===== src/rtl/div_pkg.sv =====
// Shared constants and state encoding for the sequential restoring divider.
package div_pkg;

    localparam int DIV_W     = 16;
    localparam int DIV_CNT_W = 5;

    localparam logic [DIV_W-1:0] DIV_ZERO_Q = {DIV_W{1'b1}};

    typedef enum logic [1:0] {
        S_IDLE = 2'd0,
        S_RUN  = 2'd1,
        S_DONE = 2'd2
    } state_t;

endpackage


===== src/rtl/div_shl1.sv =====
// One-bit logical left shift of the divider's partial register; a zero enters bit 0.
module div_shl1 #(
    parameter int N = 32
) (
    input  logic [N-1:0] a,
    output logic [N-1:0] y
);

    assign y = {a[N-2:0], 1'b0};

endmodule


===== src/rtl/div_step.sv =====
// One restoring-division iteration: shift {remainder, quotient} left, then trial-subtract the divisor.
module div_step
    import div_pkg::*;
#(
    parameter int W = DIV_W
) (
    input  logic [2*W-1:0] p,
    input  logic [W-1:0]   d,
    output logic [2*W-1:0] p_next
);

    logic [2*W-1:0] s;
    logic [W:0]     t;

    div_shl1 #(.N(2*W)) u_shl (
        .a (p),
        .y (s)
    );

    // The extra top bit of t is the borrow: set means the divisor did not fit.
    assign t      = {1'b0, s[2*W-1:W]} - {1'b0, d};
    assign p_next = t[W] ? s : {t[W-1:0], s[W-1:1], 1'b1};

endmodule


===== src/rtl/seq_divider16.sv =====
// Sequential 16-bit unsigned restoring divider: one quotient bit per clock, results on a done pulse.
module seq_divider16
    import div_pkg::*;
#(
    parameter int W     = DIV_W,
    parameter int CNT_W = DIV_CNT_W
) (
    input  logic         clk,
    input  logic         rst_n,
    input  logic         start,
    input  logic [W-1:0] dividend,
    input  logic [W-1:0] divisor,
    output logic         busy,
    output logic         done,
    output logic [W-1:0] quotient,
    output logic [W-1:0] remainder,
    output logic         div_zero
);

    state_t             state, state_nxt;
    logic [2*W-1:0]     p, p_step;
    logic [W-1:0]       d;
    logic [CNT_W-1:0]   cnt;
    logic               accept, last_iter;

    div_step #(.W(W)) u_step (
        .p      (p),
        .d      (d),
        .p_next (p_step)
    );

    always_comb begin
        // NOTE: every signal gets a default first so no path leaves it unassigned (no latch).
        state_nxt = state;
        accept    = 1'b0;
        last_iter = 1'b0;
        busy      = 1'b0;
        done      = 1'b0;
        case (state)
            S_IDLE, S_DONE: begin
                done = (state == S_DONE);
                if (start) begin
                    accept    = 1'b1;
                    state_nxt = (divisor == '0) ? S_DONE : S_RUN;
                end else begin
                    state_nxt = S_IDLE;
                end
            end
            S_RUN: begin
                busy = 1'b1;
                if (cnt == CNT_W'(W - 1)) begin
                    last_iter = 1'b1;
                    state_nxt = S_DONE;
                end
            end
            default: state_nxt = S_IDLE;
        endcase
    end

    // NOTE: state is updated with non-blocking assignments so all registers see pre-edge values.
    always_ff @(posedge clk) begin
        if (!rst_n) begin
            state     <= S_IDLE;
            p         <= '0;
            d         <= '0;
            cnt       <= '0;
            quotient  <= '0;
            remainder <= '0;
            div_zero  <= 1'b0;
        end else begin
            state <= state_nxt;
            if (accept) begin
                p   <= {{W{1'b0}}, dividend};
                d   <= divisor;
                cnt <= '0;
                // A zero divisor short-circuits straight to a flagged result.
                if (divisor == '0) begin
                    quotient  <= {W{1'b1}};
                    remainder <= dividend;
                    div_zero  <= 1'b1;
                end
            end else if (state == S_RUN) begin
                p   <= p_step;
                cnt <= cnt + 1'b1;
                if (last_iter) begin
                    quotient  <= p_step[W-1:0];
                    remainder <= p_step[2*W-1:W];
                    div_zero  <= 1'b0;
                end
            end
        end
    end

endmodule


===== config.mk =====
export PLATFORM = sky130hd
export DESIGN_NAME = seq_divider16
export DESIGN_NICKNAME = d
export VERILOG_FILES = /design/src/rtl/div_pkg.sv /design/src/rtl/div_shl1.sv /design/src/rtl/div_step.sv /design/src/rtl/seq_divider16.sv
export SDC_FILE = /design/constraint.sdc
export NUM_CORES = 1
export LEC_CHECK = 0
export BUFFER_PORTS_ARGS = -buffer_cell sky130_fd_sc_hd__buf_2
export CAP_MARGIN = 5
export CORE_MARGIN = 8
export CORE_UTILIZATION = 30
export CTS_CLUSTER_SIZE = 20
export DETAILED_ROUTE_END_ITERATION = 16
export HOLD_SLACK_MARGIN = 0.05
export PLACE_DENSITY = 0.53
export SLEW_MARGIN = 20
export SYNTH_ARGS = -nofsm -noshare
export SYNTH_HDL_FRONTEND = slang
export SYNTH_SLANG_ARGS = --single-unit

===== constraint.sdc =====
create_clock -name clk -period 2.88 [get_ports clk]
set_input_delay 0.576 -clock clk [delete_from_list [all_inputs] [get_ports clk]]
set_output_delay 0.576 -clock clk [all_outputs]
set_load 0.01 [all_outputs]

======== After elaboration in Yosys (flattened, before gate mapping) ========
Index checks and enable logic that the tools add are counted.
word-level totals
  bits in registers ....................... 87
  bits of input ports ..................... 35
  word-level logic and storage cells ...... 48
cells by class
  $add $sub $neg .......................... 2
  eq/ne operators ......................... 5
  muxes and demuxes ....................... 25
  bitwise logic cells ..................... 1
  reduce and logical (&&, ||, !) cells .... 7
operators with widths
  cell                   number
  $mux W16               10
  $mux W32               1
  $sub A16 B16 Y17       1
  $logic_not A16 Y1      1
  $mux W1                10
  $mux W2                3
  $add A5 B1 Y5 const B  1
  $eq A5 B4 Y1 const B   1
  $pmux W2 S2            1
  $reduce_bool A2 Y1     2
  $reduce_or A2 Y1       2
  $reduce_and A3 Y1      1
  $eq A2 B1 Y1 const B   1
  $eq A2 B2 Y1 const B   1
  $logic_not A2 Y1       1
  $ne A2 B1 Y1 const B   1
  $ne A2 B2 Y1 const B   1
  $not A1 Y1             1

======== Longest topological paths before layout ========
  word-level depth ........................ 6
  mapped depth ............................ 11
  gate-level depth less buffers ........... 10

======== Hierarchy ========
From an unflattened synthesis, not the netlist that was laid out.
second synthesis, totals
  cells, all modules ...................... 561
  area, all modules ....................... 5013.6 um2
modules (own cells, without submodules)
  module         times used  cells an instance  area each (um2)
  seq_divider16  1           368                3549.7
  div_step       1           160                1219.9
  div_shl1       1           33                 244.0

======== Least setup slack after synthesis ========
No wires, ideal clock.
  kind .................................... register to register
  start point ............................. register p[15]
  end point ............................... register remainder[7]
  library setup time ...................... 0.134 ns
  data arrival time ....................... 2.171 ns
  required time ........................... 2.746 ns
  path slack .............................. 0.576 ns
  stages on the path, launching flop included .. 11
  period minus slack after synthesis ...... 2.304 ns
  cell sequence ........................... dfxtp_1 inv_1 ha_1 fa_1 nand2b_1 a21oi_2 o311ai_4 a21boi_4 buf_6 mux2i_1 o22ai_1
on the way
  word-level cells in the longest chain between the ends .. 5
RTL lines
  element                 line                 text
  from (decl)             seq_divider16.sv:21  logic [2*W-1:0] p, p_step;
  from (signal assigned)  seq_divider16.sv:73  p <= {{W{1'b0}}, dividend};
  from (signal assigned)  seq_divider16.sv:83  p <= p_step;
  $sub A16 B16 Y17        div_step.sv:21       assign t = {1'b0, s[2*W-1:W]} - {1'b0, d};
  $mux W32                div_step.sv:22       assign p_next = t[W] ? s : {t[W-1:0], s[W-1:1], 1'b1};
  $mux W16                seq_divider16.sv:85  if (last_iter) begin
  $mux W16                seq_divider16.sv:82  end else if (state == S_RUN) begin
  $mux W16                seq_divider16.sv:72  if (accept) begin
  to (signal assigned)    seq_divider16.sv:79  remainder <= dividend;
  to (signal assigned)    seq_divider16.sv:87  remainder <= p_step[2*W-1:W];
  to (decl)               seq_divider16.sv:16  output logic [W-1:0] remainder,
Every way passes these cells. The select of a mux whose other input is x is not followed.
A chain may end at the register's enable or synchronous reset.

======== Final worst setup path ========
  start point ............................. register p[15]
  end point ............................... register remainder[6]
Same word-level chain as after synthesis.

==> results_dict.tcl <==
set metrics [dict create \
    cp.arrival_ps 2730 \
    viasPerCell 5.05 \
    drtIter0Drc 202 \
    rsz0062_at_grt "false" \
    yosys_warnings 0 \
    die-area_sq_um 18600 \
    setup_ws_ps 360 \
    cp_num_buf_inv 2 \
    grtUsageTotal_pct 13.6 \
    clk_latency_ps 340 \
    start_kind "flip-flop" \
    status "completed" \
    place_area_sq_um 4840 \
    tightestPinTransition_ps 812 \
    dpl.cell_count 757 \
    pre_cts_ws_ps 359 \
    drt-total-wl_microns 12600 \
    worst_path_max_delay_cell "fa_1" \
    num_vias 3902 \
    grt_pass1_wl_microns 20000 \
    dr.pass1.iters 4 \
    drive_above_1_share_pct 18.2 \
    place.port_buffers 69 \
    tns_ps 0 \
    post-route-cell-area_sq_um 5140 \
    die_w_microns 136 \
    grt_overflow 0 \
    die_h_microns 136 \
    path_cells "inv_1, ha_1, fa_1, nand2b_1, a21oi_2, o311ai_4, a21boi_4, buf_12, mux2i_1, o22ai_1" \
    ir_drop_v 0.000390 \
    cp_top_family "compound AO/OA/AOI/OAI gates" \
    grt_pass1_vias 3759 \
    synth.distinct_cells 52 \
    hp-class "flip-flop to flip-flop" \
    synth-seq-area-share_pct 40.1 \
    fillers 1487 \
    fin_crit_ps 2520 \
    grt_max_degree 41 \
    syn_area_per_cell_sq_um 8.23 \
    cap_viol_max_count 0 \
    cts_tree "yes" \
    end_kind "flip-flop" \
    ant_nets 0 \
    crit_type "flip-flop to flip-flop" \
    path_clk_slew_ps 60 \
    seq_power_share_pct 40.0 \
    syn_inst 528 \
    io_pins 70 \
    hold_viol 0 \
    synth-edff-count 0 \
    fin_util_pct 35.8 \
    numCtsBuffers 9 \
    switchingPower_mw 0.975 \
    antenna_found_initial 0 \
    cts_resized 0 \
    antenna_cells 0 \
    switching_share_pct 30.3 \
    p_int_mw 2.25 \
    core_region_area_sq_um 14400 \
    yosys-top-cells-area "dfxtp_1, a21oi_1, nand2_1" \
    clock-sinks 87 \
    holdWs_ps 455 \
    synth_fp_nets 582 \
    drc 0 \
    power_mw 3.22 \
    timing.final.crit_share_pct 87.5 \
    p_per_area_nw_per_um2 627 \
    finClkSkew_ps 7.53 \
    wl_per_cell_microns 16.3 \
    cellLeakagePower_nw 2.13 \
    pwr-share-clk_pct 36.5 \
    syn_to_final_growth_pct 18.3 \
    cp_max_fo 28 \
    synthFlopType "dfxtp_1" \
    cts_hold_buf 0 \
    start_util_pct 30.3 \
    final_cells 772 \
    dp_hpwl_microns 9350 \
    synth_area_sq_um 4350 \
    cts_buffer_depth 2 \
    cts_max_level 3 \
    gp_congestion 0.859 \
    synth.most_common_cell "dfxtp_1" \
    slew-limit-headroom_pct 45.8 \
    fin_nets 638 \
    yosys-top-cells-count "dfxtp_1, nand2_1, a21oi_1" \
    cts_root_buf "clkbuf_16" \
    worst_path_largest_cell_delay_ps 400 \
    async_flop_share_pct 0 \
    fmax_mhz 397 \
    final-max-slew-violation-count 0 \
    combPwrFrac_pct 23.6 \
    setup-violations-final 0 \
    cts_setup_buffers 0 \
    fp-row-count 44 \
    synth_top_area_share_pct 40.1 \
    yosys.area.top_type "dfxtp_1" \
    critPathRequiredTime_ps 3090 \
    ys_ff_latch 87 \
]
## flip-flops by register name (all words and copies together), names as in the netlist
| register | flops |
|---|---|
| d | 16 |
| cnt | 5 |
| state | 2 |
| remainder | 16 |
| quotient | 16 |
| div_zero | 1 |
| p | 31 |
## worst register-to-register path, stage by stage (launching register included)
cell and delay [ps]:
dfxtp_1 360, inv_1 50, ha_1 210, fa_1 400, nand2b_1 200, a21oi_2 200, o311ai_4 140, a21boi_4 170
buf_12 190, mux2i_1 320, o22ai_1 130
## metal layers
layer,GRT usage [%],part of all wire [%]
met1,18.0,49
met2,22.0,47
met3,3.22,3.5
met4,3.23,0.95
met5,0,0
## layout make-up
class | count | area (sq um) | area share (%)
clock buffer | 10 | 239 | 4.65
clock inverter | 5 | 58.8 | 1.14
inverter | 25 | 93.8 | 1.82
multi-input combinational | 382 | 2350 | 45.6
sequential | 87 | 1740 | 33.9
tap | 184 | 230 | 4.48
timing repair buffer | 79 | 433 | 8.42
## power by group through the flow
stage / combinational [mW] / sequential, mW / clock, mW
final: 0.759 / 1.29 / 1.18
after global routing: 0.845 / 1.29 / 1.26
after CTS: 0.763 / 1.29 / 1.20
after detailed placement: 0.760 / 1.31 / 0
after global placement: 0.756 / 1.31 / 0
after floorplan: 0.577 / 1.30 / 0
## layout by cell type (no fill, tap or decap), types with 8 or more instances in the layout
| cell type | n |
|---|---|
| a21oi_1 | 57 |
| o21ai_0 | 28 |
| ha_1 | 18 |
| inv_1 | 24 |
| o22ai_1 | 22 |
| buf_2 | 69 |
| buf_4 | 9 |
| a22oi_1 | 25 |
| dfxtp_1 | 87 |
| xnor2_1 | 8 |
| nand2_1 | 73 |
| clkbuf_16 | 9 |
| mux2i_1 | 10 |
| nor2_1 | 39 |
| a21o_1 | 9 |
| nand2b_1 | 11 |
## worst paths after layout
kind,endpoint,start,depth (start not counted),slack [ps]
hold reg to reg,d[8],d[8],2,450
hold / removal,d[8],d[8],2,450
setup reg to reg,remainder[6],p[15],10,360
setup / recovery,remainder[6],p[15],10,360
## logic make-up after synthesis
kind of cell	Yosys count	share of synthesized area, %
mux	10	2.30
simple gates	153	15.6
buf+inv	59	6.04
flops	87	40.1
xor+xnor	14	2.82
compound gates	186	27.5
fa+ha+maj	19	5.64
Power figures use the tool's default switching activity.
